**src/rtl/ram_autoconfig_multi.sv**
```systemverilog
// ram_autoconfig_multi: presents N_BOARDS Zorro II autoconfig memory boards in
// sequence on one card. It has a synchronous bus-cycle FSM with a registered
// DTACK, per-board RAM chip enables and a control/status register page.
// Optional build macro: MAPROM_EN (map-ROM overlay on F80000-FFFFFF).
module ram_autoconfig_multi #(
    parameter int unsigned N_BOARDS     = 2,
    parameter int unsigned SIZE_LOG2    = 21,
    parameter logic [7:0]  PRODUCT      = 8'h00,
    parameter logic [15:0] MANUFACTURER = 16'h5000,
    parameter logic [11:0] CTRL_BASE    = 12'hE9C
) (
    input  logic                CLK,
    input  logic                RST,
    input  logic                _AS,
    input  logic                _UDS,
    input  logic                RW,
    input  logic [11:0]         AH,
    input  logic [5:0]          AL,
    input  logic [3:0]          D_i,
    input  logic                _configin,
    output logic                _configout,
    output logic [3:0]          D_o,
    output logic                data_oe,
    output logic                DTACK,
    output logic                OVR,
    output logic [N_BOARDS-1:0] ram_ce
);

    localparam int unsigned      CFG_W     = $clog2(N_BOARDS + 1);
    localparam logic [CFG_W-1:0] DONE_IDX  = CFG_W'(N_BOARDS);
    localparam logic [CFG_W-1:0] LAST_IDX  = CFG_W'(N_BOARDS - 1);
    localparam logic [11:0]      RAM_MASK  = 12'(12'hFFF << (SIZE_LOG2 - 12));
    localparam logic [2:0]       SIZE_CODE = 3'(SIZE_LOG2 - 15);

    // Autoconfig register offsets as seen on AL (address bits 6:1)
    localparam logic [5:0] AL_BASE_HI = 6'h24;
    localparam logic [5:0] AL_BASE_LO = 6'h25;
    localparam logic [5:0] AL_SHUTUP  = 6'h26;

    typedef enum logic [1:0] {IDLE, DECODE, ACK, WAIT_END} state_t;

    state_t              state;
    logic                as_meta, as_s, as_prev;
    logic                uds_meta, uds_s;
    logic [CFG_W-1:0]    cfg_idx;
    logic [7:0]          base [N_BOARDS];
    logic [N_BOARDS-1:0] configured;
    logic [N_BOARDS-1:0] shutup;
    logic                write_done;
    logic                cyc_cfg, cyc_ctrl;

    logic                chain_done, chained;
    logic                autoconfig_hit, ctrl_hit, ram_hit;
    logic                maprom_rd;
    logic                wr_stb, acfg_wr;
    logic [3:0]          rd_nibble;
    logic [N_BOARDS-1:0] ram_raw, ram_pri;
    logic                taken;

    assign chain_done     = (cfg_idx == DONE_IDX);
    assign chained        = (cfg_idx < LAST_IDX);
    assign autoconfig_hit = (AH[11:4] == 8'hE8) && !_configin && !chain_done;
    assign ctrl_hit       = (AH == CTRL_BASE);
    assign ram_hit        = |ram_ce;
    assign _configout     = !chain_done;
    assign OVR            = !RST && !_AS && (ctrl_hit || maprom_rd);

    // One write commit per bus cycle: first ACK clock with data strobe low
    assign wr_stb  = (state == ACK) && !as_s && !RW && !uds_s && !write_done;
    assign acfg_wr = wr_stb && cyc_cfg;

`ifdef MAPROM_EN
    logic       maprom_on = 1'b0;
    logic [1:0] arm;
    logic       rom_range;
    logic       ctrl_wr;

    assign rom_range = (AH[11:7] == 5'b11111);
    assign maprom_rd = maprom_on && RW && rom_range;
    assign ctrl_wr   = wr_stb && cyc_ctrl;

    // Arm counter: counts ROM-range writes while the overlay is off, saturating at 3
    always_ff @(posedge CLK or posedge RST) begin
        if (RST) begin
            arm <= 2'd0;
        end else if (ctrl_wr && !D_i[3]) begin
            arm <= 2'd0;
        end else if (state == DECODE && !RW && rom_range && !maprom_on && arm != 2'd3) begin
            arm <= arm + 2'd1;
        end
    end

    // Overlay enable survives RST; only power-up init or a control write changes it
    always_ff @(posedge CLK) begin
        if (ctrl_wr) begin
            maprom_on <= D_i[3] ? (maprom_on || arm == 2'd3) : 1'b0;
        end
    end
`else
    logic maprom_on;
    assign maprom_on = 1'b0;
    assign maprom_rd = 1'b0;
`endif

    // Strobe synchronisers and previous-_AS sample for falling-edge detection
    always_ff @(posedge CLK or posedge RST) begin
        if (RST) begin
            as_meta  <= 1'b1;
            as_s     <= 1'b1;
            as_prev  <= 1'b1;
            uds_meta <= 1'b1;
            uds_s    <= 1'b1;
        end else begin
            as_meta  <= _AS;
            as_s     <= as_meta;
            as_prev  <= as_s;
            uds_meta <= _UDS;
            uds_s    <= uds_meta;
        end
    end

    // RAM decode from the live address; the lowest configured board wins on overlap
    always_comb begin
        ram_raw = '0;
        ram_pri = '0;
        taken   = 1'b0;
        ram_ce  = '0;
        for (int k = 0; k < N_BOARDS; k++) begin
            ram_raw[k] = configured[k] && !shutup[k] &&
                         (((AH ^ {base[k], 4'h0}) & RAM_MASK) == 12'h000);
        end
        for (int k = 0; k < N_BOARDS; k++) begin
            if (ram_raw[k] && !taken) begin
                ram_pri[k] = 1'b1;
                taken      = 1'b1;
            end
        end
        if (!RST && !_AS) begin
            ram_ce = maprom_rd ? N_BOARDS'(1) : ram_pri;
        end
    end

    // Read data for autoconfig and control accesses
    always_comb begin
        rd_nibble = 4'hF;
        if (ctrl_hit) begin
            rd_nibble = {maprom_on, chain_done, |shutup, 1'b0};
        end else begin
            case (AL)
                6'h00:        rd_nibble = 4'hE;
                6'h01:        rd_nibble = {chained, SIZE_CODE};
                6'h02:        rd_nibble = ~PRODUCT[7:4];
                6'h03:        rd_nibble = ~PRODUCT[3:0];
                6'h04:        rd_nibble = 4'h3;
                6'h08:        rd_nibble = ~MANUFACTURER[15:12];
                6'h09:        rd_nibble = ~MANUFACTURER[11:8];
                6'h0A:        rd_nibble = ~MANUFACTURER[7:4];
                6'h0B:        rd_nibble = ~MANUFACTURER[3:0];
                6'h20, 6'h21: rd_nibble = 4'h0;
                default:      rd_nibble = 4'hF;
            endcase
        end
    end

    // Bus-cycle FSM with registered DTACK/data outputs and autoconfig state
    always_ff @(posedge CLK or posedge RST) begin
        if (RST) begin
            state      <= IDLE;
            DTACK      <= 1'b0;
            data_oe    <= 1'b0;
            D_o        <= 4'h0;
            write_done <= 1'b0;
            cyc_cfg    <= 1'b0;
            cyc_ctrl   <= 1'b0;
            cfg_idx    <= '0;
            configured <= '0;
            shutup     <= '0;
            for (int k = 0; k < N_BOARDS; k++) begin
                base[k] <= 8'h00;
            end
        end else begin
            case (state)
                IDLE: begin
                    if (as_prev && !as_s) begin
                        state <= DECODE;
                    end
                end
                DECODE: begin
                    if (autoconfig_hit || ctrl_hit || ram_hit) begin
                        state      <= ACK;
                        DTACK      <= 1'b1;
                        data_oe    <= RW && (autoconfig_hit || ctrl_hit);
                        D_o        <= (RW && (autoconfig_hit || ctrl_hit)) ? rd_nibble : 4'h0;
                        cyc_cfg    <= autoconfig_hit;
                        cyc_ctrl   <= ctrl_hit;
                        write_done <= 1'b0;
                    end else begin
                        state <= WAIT_END;
                    end
                end
                ACK: begin
                    if (as_s) begin
                        state   <= IDLE;
                        DTACK   <= 1'b0;
                        data_oe <= 1'b0;
                        D_o     <= 4'h0;
                    end else if (wr_stb) begin
                        write_done <= 1'b1;
                    end
                    if (acfg_wr) begin
                        for (int k = 0; k < N_BOARDS; k++) begin
                            if (cfg_idx == CFG_W'(k)) begin
                                case (AL)
                                    AL_BASE_LO: base[k][3:0] <= D_i;
                                    AL_BASE_HI: begin
                                        base[k][7:4]  <= D_i;
                                        configured[k] <= 1'b1;
                                    end
                                    AL_SHUTUP:  shutup[k] <= 1'b1;
                                    default:    ;
                                endcase
                            end
                        end
                        if ((AL == AL_BASE_HI || AL == AL_SHUTUP) && !chain_done) begin
                            cfg_idx <= cfg_idx + CFG_W'(1);
                        end
                    end
                end
                WAIT_END: begin
                    if (as_s) begin
                        state <= IDLE;
                    end
                end
                default: state <= IDLE;
            endcase
        end
    end

endmodule

```
**config.mk**
```make
export PLATFORM = sky130hd
export DESIGN_NAME = ram_autoconfig_multi
export DESIGN_NICKNAME = d
export VERILOG_FILES = /design/src/rtl/ram_autoconfig_multi.sv
export SDC_FILE = /design/constraint.sdc
export NUM_CORES = 1
export LEC_CHECK = 0
export BUFFER_PORTS_ARGS = -buffer_cell sky130_fd_sc_hd__buf_2
export CAP_MARGIN = 20
export CORE_AREA = 8 8 61 73
export DETAILED_ROUTE_END_ITERATION = 10
export DIE_AREA = 0 0 69 81
export PLACE_DENSITY_LB_ADDON = 0.12
export SYNTH_ARGS = -nofsm -noshare
export SYNTH_HDL_FRONTEND = slang
export SYNTH_SLANG_ARGS = --single-unit
```
**constraint.sdc**
```tcl
create_clock -name CLK -period 3.7 [get_ports CLK]
set_input_delay 0.37 -clock CLK [delete_from_list [all_inputs] [get_ports CLK]]
set_output_delay 0.37 -clock CLK [all_outputs]
set_load 0.01 [all_outputs]
```
==> results of run 1 <==
==> power by group through the flow <==
stage | Sequential, uW | Clock, uW | Combinational, uW
floorplan | 328 | 0 | 73.9
global placement | 330 | 0 | 106
detailed placement | 331 | 0 | 108
CTS | 325 | 174 | 109
global route | 327 | 184 | 122
finish | 326 | 163 | 111
==> placed cells by master (no fill, tap or decap), types with 4 or more instances in the layout <==
| cell | n |
|---|---|
| dfstp_2 | 5 |
| nor2_1 | 9 |
| nand2_1 | 9 |
| buf_2 | 36 |
| mux2_2 | 10 |
| xor2_1 | 7 |
| dfrtp_1 | 22 |
| inv_1 | 8 |
| nor4_1 | 4 |
| o21ai_0 | 4 |
==> cells by family (layout without fill, tap and decap cells) <==
logic type	after synthesis	in the layout	share of synthesized area (%)
xor+xnor	8	8	4.97
mux	11	11	8.70
buf+inv	8	49	2.13
simple gates	49	49	22.0
flops	27	27	48.4
fa+ha+maj	3	3	2.66
compound gates	20	20	11.1
==> area by class of cell <==
type | instances | area, um2
Tap cell | 37 | 46.3
Fill cell | 306 | 1570
Sequential cell | 27 | 682
Clock buffer | 4 | 45.0
Timing Repair Buffer | 37 | 208
Multi-Input combinational cell | 91 | 697
Inverter | 8 | 30.0
==> per-layer routing <==
layer  up-vias  routed length [um]  GRT usage [%]
met2        19                1810           21.1
met3         4                 122           2.44
met1       540                1270           12.3
met4         0                  26           4.93
li1        537                   -              -
met5         -                   0              0
==> flip-flops by register name (all words and copies together), names as in the netlist, 2 cells and up <==
| signal | count |
|---|---|
| base | 6 |
| D_o | 4 |
| cfg_idx | 2 |
| configured | 2 |
| shutup | 2 |
| state | 2 |
==> final timing paths <==
kind                              to  slack (ns)  cells after the start
max in group asynchronous       as_s        3.13                      3
hold / removal              base[13]        0.08                      2
min in group CLK            uds_meta        0.20                      1
hold reg to reg                 as_s        0.36                      0
setup reg to reg             base[5]        1.70                      4
setup / recovery           ram_ce[1]        1.69                      5
==> through the flow <==
step,util [%],hold slack [ns],std cells
2_1_floorplan,-,0.345,126
3_3_place_gp,49.8,0.346,199
3_5_place_dp,49.8,0.349,199
4_1_cts,51.2,0.185,203
5_1_grt,52.1,0.0883,204
6_report,52.1,0.0773,204
==> cell usage after synthesis (all sizes together) <==
master,instances,area [um2]
or3b,1,11.3
or2b,2,17.5
a211oi,3,22.5
nor4b,1,8.76
a31oi,1,6.26
or2,2,12.5
inv,8,30.0
a21o,3,23.8
nand3,3,15.0
xnor2,1,8.76
a22oi,3,22.5
nand2b,1,6.26
xor2,7,61.3
a22o,1,8.76
nor2b,2,12.5
a21oi,1,5.00
nor3b,3,27.5
and2,1,6.26
o211ai,1,21.3
a311oi,1,8.76
nor2,9,33.8
nor4,6,58.8
o21ai,5,28.8
ha,3,37.5
dfrtp,22,551
nor3,4,25.0
dfstp,5,131
nand4,1,6.26
mux2i,1,10.0
and3b,1,8.76
nand4b,3,26.3
o32ai,1,8.76
mux2,10,113
nand2,9,33.8
==> results.toml, run 1 <==
[sta]
setup_tns_ns = 0
drv_slew = 0
slew_headroom_pct = 69.7
worst_slack_ns = 1.69
finalCritPeriodShare_pct = 54.4
hold_viol = 0
clock.fmax_ghz = 0.497
rsz0062_at_grt = "no"
tightest_slew_ns = 0.450
setup_viol = 0
fin_skew_ns = 0.00173
period_needed_ns = 2.01

[route]
antenna_left = 0
drtIter0Drc = 31
routedWlPerCell_um = 15.8
routed_via_density = 5.39
drtPass1Iterations = 4
wl_um = 3230
drc = 0
vias = 1100

[power]
vdd_ir_drop_max_mv = 0.224
netSwitchingPower_uw = 160
intPower_uw = 440
finalPower_uw = 600
clock_power_share_pct = 27.1
p_leak_uw = 0.000858
p_per_area_nw_per_um2 = 351
switching_share_pct = 26.6
p_seq_share_pct = 54.3
pwr-share-comb_pct = 18.6

[cts]
clockBufferDepth = 2
cts_hold_buf = 0
h-tree-depth = 1
clkLatencyLatePin_ns = 0.26
cts-resized-gates = 0
post_cts_buffers = 0
root_buffer = "clkbuf_8"
cts_sinks = 27
clk_pin_slew_ns = 0.09
numCtsBuffers = 3
cts_tree = "done"

[final_layout]
num_antenna_cells = 0
final_area_um2 = 1710
layout-drive-gt1-share_pct = 40.1
num-nets-final = 199
syn_to_final_growth_pct = 21.2

[grt]
grtUsageTotal_pct = 11.4
grt_pass1_vias = 1170
antenna_found_initial = 0
grt_max_degree = 28
gr-total-overflow = 0
grt_pass1_wl_um = 5330

[floorplan]
rows = 23
start_util_pct = 42.9
die_h_um = 81
fp.dieW_um = 69
io_pins = 38
core_um2 = 3280
die_area_um2 = 5590

[synth]
syn_area_per_cell_um2 = 11.2
yosysWarnings = 0
ys_seq_area_share_pct = 48.4
synth.distinct_cells = 40
synth_fp_nets = 157
syn_inst = 126
synth-seq-cells = 27
syn-cell-area_um2 = 1410

[critical_path]
path_cells = "or2b_2 > nor4_1 > nand2_1 > nor2_1 > buf_2"
start_kind = "flop"
critPathArrivalTime_ns = 1.64
worst_setup_path_end_kind = "output port"
reg2reg_from = "as_s"
worstSetupStartpoint = "shutup[1]"
critPathKind = "flop to output port"
cpPeakStageDelay_ns = 0.40
cp_slowest_cell = "dfrtp_1"
worst_ep_required_time_ns = 3.33
critPathMaxFanout = 3
crit_family = "simple AND/OR/NAND/NOR gates"
path_buf_inv = 1

[placement]
place_congestion = 0.845
numPortBuffers = 36
post_dp_cell_area_um2 = 1640
dp_hpwl_um = 2570
dp_slack_ns = 1.58

[job]
maxCapViolations = 0

[run_status]
outcome = "completed"

[min_path]
hold_class = "input pin to async pin"
Note: power is estimated with default switching activity, not from simulation.
==> run 2, diff against run 1 <==
clock period = 1.8 ns   (was 3.7 ns; I/O delays follow)
==> results.toml, run 2 (synthesis results as in run 1) <==
[placement]
numPortBuffers = 36
dp_hpwl_um = 2600
dp.cells = 220
place_congestion = 0.882

[cts]
cts_sinks = 27
cts_tree = "done"
root_buffer = "clkbuf_8"
clk_pin_slew_ns = 0.09
clockBufferDepth = 2
h-tree-depth = 1
numCtsBuffers = 3
clkLatencyLatePin_ns = 0.27

[final_layout]
stdcell_count = 230
regMostFlops = "base"
most-common-layout-cells = "buf_2 (36), buf_4 (25), dfrtp_1 (22), nor2_1 (9), nand2_1 (9)"
reg.largest.list = "base x6, D_o x4"
num-nets-final = 225
final_core_util_pct = 59.8
final_common_cell = "buf_2"
syn_to_final_growth_pct = 39.2
layout-drive-gt1-share_pct = 51.3
largest_reg_flops = 6
fillers = 283
num_antenna_cells = 0

[route]
drtPass1Iterations = 4
routed_via_density = 5.20
antenna_left = 0
routedWlPerCell_um = 14.4
wl_um = 3310
vias = 1195
drtIter0Drc = 44
drc = 0

[power]
pwr-share-comb_pct = 22.7
finalPower_uw = 1290
intPower_uw = 939
clock_power_share_pct = 26.2
vdd_ir_drop_max_mv = 0.536
netSwitchingPower_uw = 350
p_leak_uw = 0.000989
p_seq_share_pct = 51.1
p_per_area_nw_per_um2 = 657
switching_share_pct = 27.1

[sta]
hold_viol = 0
period_needed_ns = 1.80
setup_tns_ns = 0
finalCritPeriodShare_pct = 99.9
slew_headroom_pct = 77.5
tightest_slew_ns = 0.338
drv_slew = 0
fin_skew_ns = 0.00361
clock.fmax_ghz = 0.556
rsz0062_at_grt = "yes"
setup_viol = 0

[critical_path]
path_buf_inv = 1
cpPeakStageDelay_ns = 0.40
reg2reg_slack_ns = 0.003
reg2reg_depth = 6
critPathKind = "flop to flop"
worst_ep_required_time_ns = 1.96
critPathArrivalTime_ns = 1.96
critPathMaxFanout = 5
reg2reg_from = "shutup[1]"
start_kind = "flop"
r2r-end = "D_o[3]"
crit_family = "simple AND/OR/NAND/NOR gates"
path_cells = "or2b_2 > nor4_2 > buf_4 > o21ai_2 > o211ai_4 > mux2_2"
worst_setup_path_end_kind = "flop"
cp_slowest_cell = "dfrtp_1"

[min_path]
hold_start = "_AS"
hold_class = "input pin to flop"
min_to = "as_meta"
hold_depth = 1

[floorplan]
fp.dieW_um = 69
die_h_um = 81
start_util_pct = 42.9
io_pins = 38
core_um2 = 3280
die_area_um2 = 5590
rows = 23

[run_status]
outcome = "completed"

[grt]
grt_max_degree = 28
antenna_found_initial = 0
grt_pass1_vias = 1265
grt_pass1_wl_um = 5480
grtUsageTotal_pct = 11.4
gr-total-overflow = 0

[job]
maxCapViolations = 0
## run 2: worst max-delay path by stage
stage / start / end / slack (ns) / depth (start not counted)
5_1_grt: shutup[1] / D_o[3] / -0.08 / 6
3_5_place_dp: cfg_idx[0] / D_o[3] / -0.02 / 6
6_report: shutup[1] / D_o[3] / 0.003 / 6
3_3_place_gp: shutup[1] / D_o[2] / 0.004 / 6
2_1_floorplan: shutup[1] / D_o[0] / 0.03 / 5
4_1_cts: base[7] / D_o[3] / -0.0004 / 6
## run 2: power by group through the flow
| stage | sequential (uW) | clock, uW | combinational [uW] |
|---|---|---|---|
| final | 658 | 338 | 293 |
| after detailed placement | 669 | 0 | 277 |
| after global placement | 669 | 0 | 272 |
| after floorplan | 673 | 0 | 152 |
| after global routing | 663 | 372 | 320 |
| after CTS | 658 | 352 | 285 |
## run 2: per-stage QoR
stage / setup WS (ns) / area [um2] / hold WS [ns]
finish: 0.00259 / 1960 / 0.0279
global route: -0.0844 / 1960 / 0.0150
CTS: -0.000434 / 1890 / 0.0194
detailed placement: -0.0202 / 1790 / 0.280
global placement: 0.00358 / 1790 / 0.272
floorplan: 0.0304 / 1410 / 0.184
## run 2: routing by layer
| layer | routed length (um) | vias up | track usage (%) |
|---|---|---|---|
| met5 | 0 | - | 0 |
| met4 | 14 | 0 | 4.31 |
| met3 | 92 | 2 | 2.31 |
| met2 | 1850 | 16 | 21.7 |
| met1 | 1350 | 587 | 12.3 |
| li1 | - | 590 | - |
## run 2: repair_timing
action | in CTS | in global routing
gates resized for setup | 3 | 9
endpoints found under the hold margin | 23 | 0
hold buffers | 2 | 0
pin swaps | 2 | 9
buffers inserted | 1 | 3
setup endpoints to repair | 4 | 13
## run 2: cell type report
cell class | instances | area [um2] | area share [%]
Inverter | 8 | 30.0 | 1.53
Clock inverter | 1 | 5.00 | 0.255
Clock buffer | 3 | 41.3 | 2.11
Timing Repair Buffer | 63 | 388 | 19.8
Sequential cell | 27 | 682 | 34.8
Multi-Input combinational cell | 91 | 768 | 39.2
Tap cell | 37 | 46.3 | 2.36
## run 2: worst reg2reg max path, cell delays in order, from the launching register on
cell	delay [ns]
dfrtp_1	0.40
or2b_2	0.31
nor4_2	0.14
buf_4	0.15
o21ai_2	0.08
o211ai_4	0.25
mux2_2	0.36
==> run 3, diff against run 2 <==
REMOVE_ABC_BUFFERS = 1   (was unset)
clock period = 1.98 ns   (was 1.8 ns; I/O delays follow)
==> results.toml, run 3 (synthesis results as in run 1) <==
[sta]
setup_viol = 0
setup_tns_ns = 0
slew_headroom_pct = 62.4
clock.fmax_ghz = 0.537
finalCritPeriodShare_pct = 94.0
rsz0062_at_grt = "no"
period_needed_ns = 1.86
tightest_slew_ns = 0.563
hold_viol = 4
drv_slew = 0
hold_slack_ns = -0.0106
fin_skew_ns = 0.0101

[critical_path]
worst_ep_required_time_ns = 2.13
reg2reg_from = "base[13]"
cp_slowest_cell = "dfrtp_1"
critPathArrivalTime_ns = 2.01
path_cells = "xor2_1 > nor4_2 > o21ai_2 > o211ai_4 > mux2_2"
reg2reg_depth = 5
critPathKind = "flop to flop"
crit_family = "compound AO/OA/AOI/OAI gates"
cpPeakStageDelay_ns = 0.40
r2r-end = "D_o[2]"
critPathMaxFanout = 5
path_buf_inv = 0
start_kind = "flop"
reg2reg_slack_ns = 0.12
worst_setup_path_end_kind = "flop"

[cts]
h-tree-depth = 1
clk_pin_slew_ns = 0.10
cts_tree = "done"
clockBufferDepth = 2
numCtsBuffers = 3
cts_hold_buf = 0
root_buffer = "clkbuf_8"
cts_sinks = 27
clkLatencyLatePin_ns = 0.27

[grt]
grt_max_degree = 16
antenna_found_initial = 0
grtUsageTotal_pct = 11.6
grt_pass1_wl_um = 5440
grt_pass1_vias = 1204
gr-total-overflow = 0

[floorplan]
die_h_um = 81
core_um2 = 3280
fp.dieW_um = 69
rows = 23
die_area_um2 = 5590
start_util_pct = 42.9
io_pins = 38

[final_layout]
num-nets-final = 208
layout-drive-gt1-share_pct = 44.9
regArea_um2 = 682
multi_input_area_um2 = 717
num_antenna_cells = 0
fillers = 299
largest_reg_flops = 6
final_area_um2 = 1780
reg.largest.list = "base x6, D_o x4"
stdcell_count = 213
most-common-layout-cells = "buf_2 (36), dfrtp_1 (22), mux2_2 (10), buf_4 (10)"
final_common_cell = "buf_2"
syn_to_final_growth_pct = 26.0
regMostFlops = "base"

[placement]
numPortBuffers = 36
place_congestion = 0.836
dp.cells = 208
post_dp_cell_area_um2 = 1700

[power]
p_per_area_nw_per_um2 = 639
intPower_uw = 826
switching_share_pct = 27.2
p_leak_uw = 0.000898
vdd_ir_drop_max_mv = 0.453
p_seq_share_pct = 53.7
pwr-share-comb_pct = 18.9
clock_power_share_pct = 27.4
netSwitchingPower_uw = 308

[route]
antenna_left = 0
routedWlPerCell_um = 15.4
drtPass1Iterations = 4
vias = 1138
wl_um = 3280
drtIter0Drc = 38
drc = 0
routed_via_density = 5.34

[min_path]
hold_class = "input pin to async pin"

[run_status]
violations = "negative hold slack"
outcome = "complete, but fails checks"

[job]
maxCapViolations = 0
==> run 3: how the worst max path moves through the flow <==
| stage | startpoint | to | cells past startpoint | slack, ns |
|---|---|---|---|---|
| 2_1_floorplan | shutup[1] | D_o[0] | 5 | 0.21 |
| 3_3_place_gp | as_s | base[6] | 5 | 0.13 |
| 3_5_place_dp | as_s | base[5] | 5 | 0.07 |
| 4_1_cts | as_s | base[5] | 5 | 0.05 |
| 5_1_grt | base[13] | D_o[1] | 5 | 0.01 |
| 6_report | base[13] | D_o[2] | 5 | 0.12 |
==> run 3: final cells by class <==
type                    count  area share, %
multi-input cells          91           40.4
inverters                   8           1.69
repair buffers             46           14.4
flip-flops and latches     27           38.4
well taps                  37           2.61
clock buffers               4           2.54
==> run 3: worst reg2reg max path, cell delays in order (launching register included) <==
cell and delay (ns):
dfrtp_1 0.40, xor2_1 0.17, nor4_2 0.38, o21ai_2 0.15, o211ai_4 0.27, mux2_2 0.37
==> run 3: per-stage QoR <==
step	power, uW	utilization, %	setup WS (ns)	hold slack (ns)
after floorplan	750	-	0.210	0.202
final	1130	54.1	0.119	-0.0106
after global routing	1190	54.1	0.0128	0.0174
after CTS	1130	53.3	0.0536	0.00917
after global placement	818	51.9	0.128	0.298
after detailed placement	824	51.9	0.0677	0.302
==> run 3: metal layers <==
layer	up-vias	global-route usage, %	wire [um]
met5	-	0	0
met4	0	3.70	23
met3	2	2.19	98
met2	18	22.9	1840
met1	564	12.1	1320
li1	554	-	-
==> run 3: repair_timing <==
item / 4_1_cts / 5_1_grt
setup endpoints to repair: 0 / 10
buffers inserted: 0 / 1
gates resized for setup: 0 / 3
==> run 3: power by group through the flow <==
stage,Combinational [uW],Clock [uW],Sequential [uW]
after global placement,202,0,616
final,215,310,609
after floorplan,138,0,612
after detailed placement,206,0,618
after global routing,234,342,613
after CTS,206,322,607
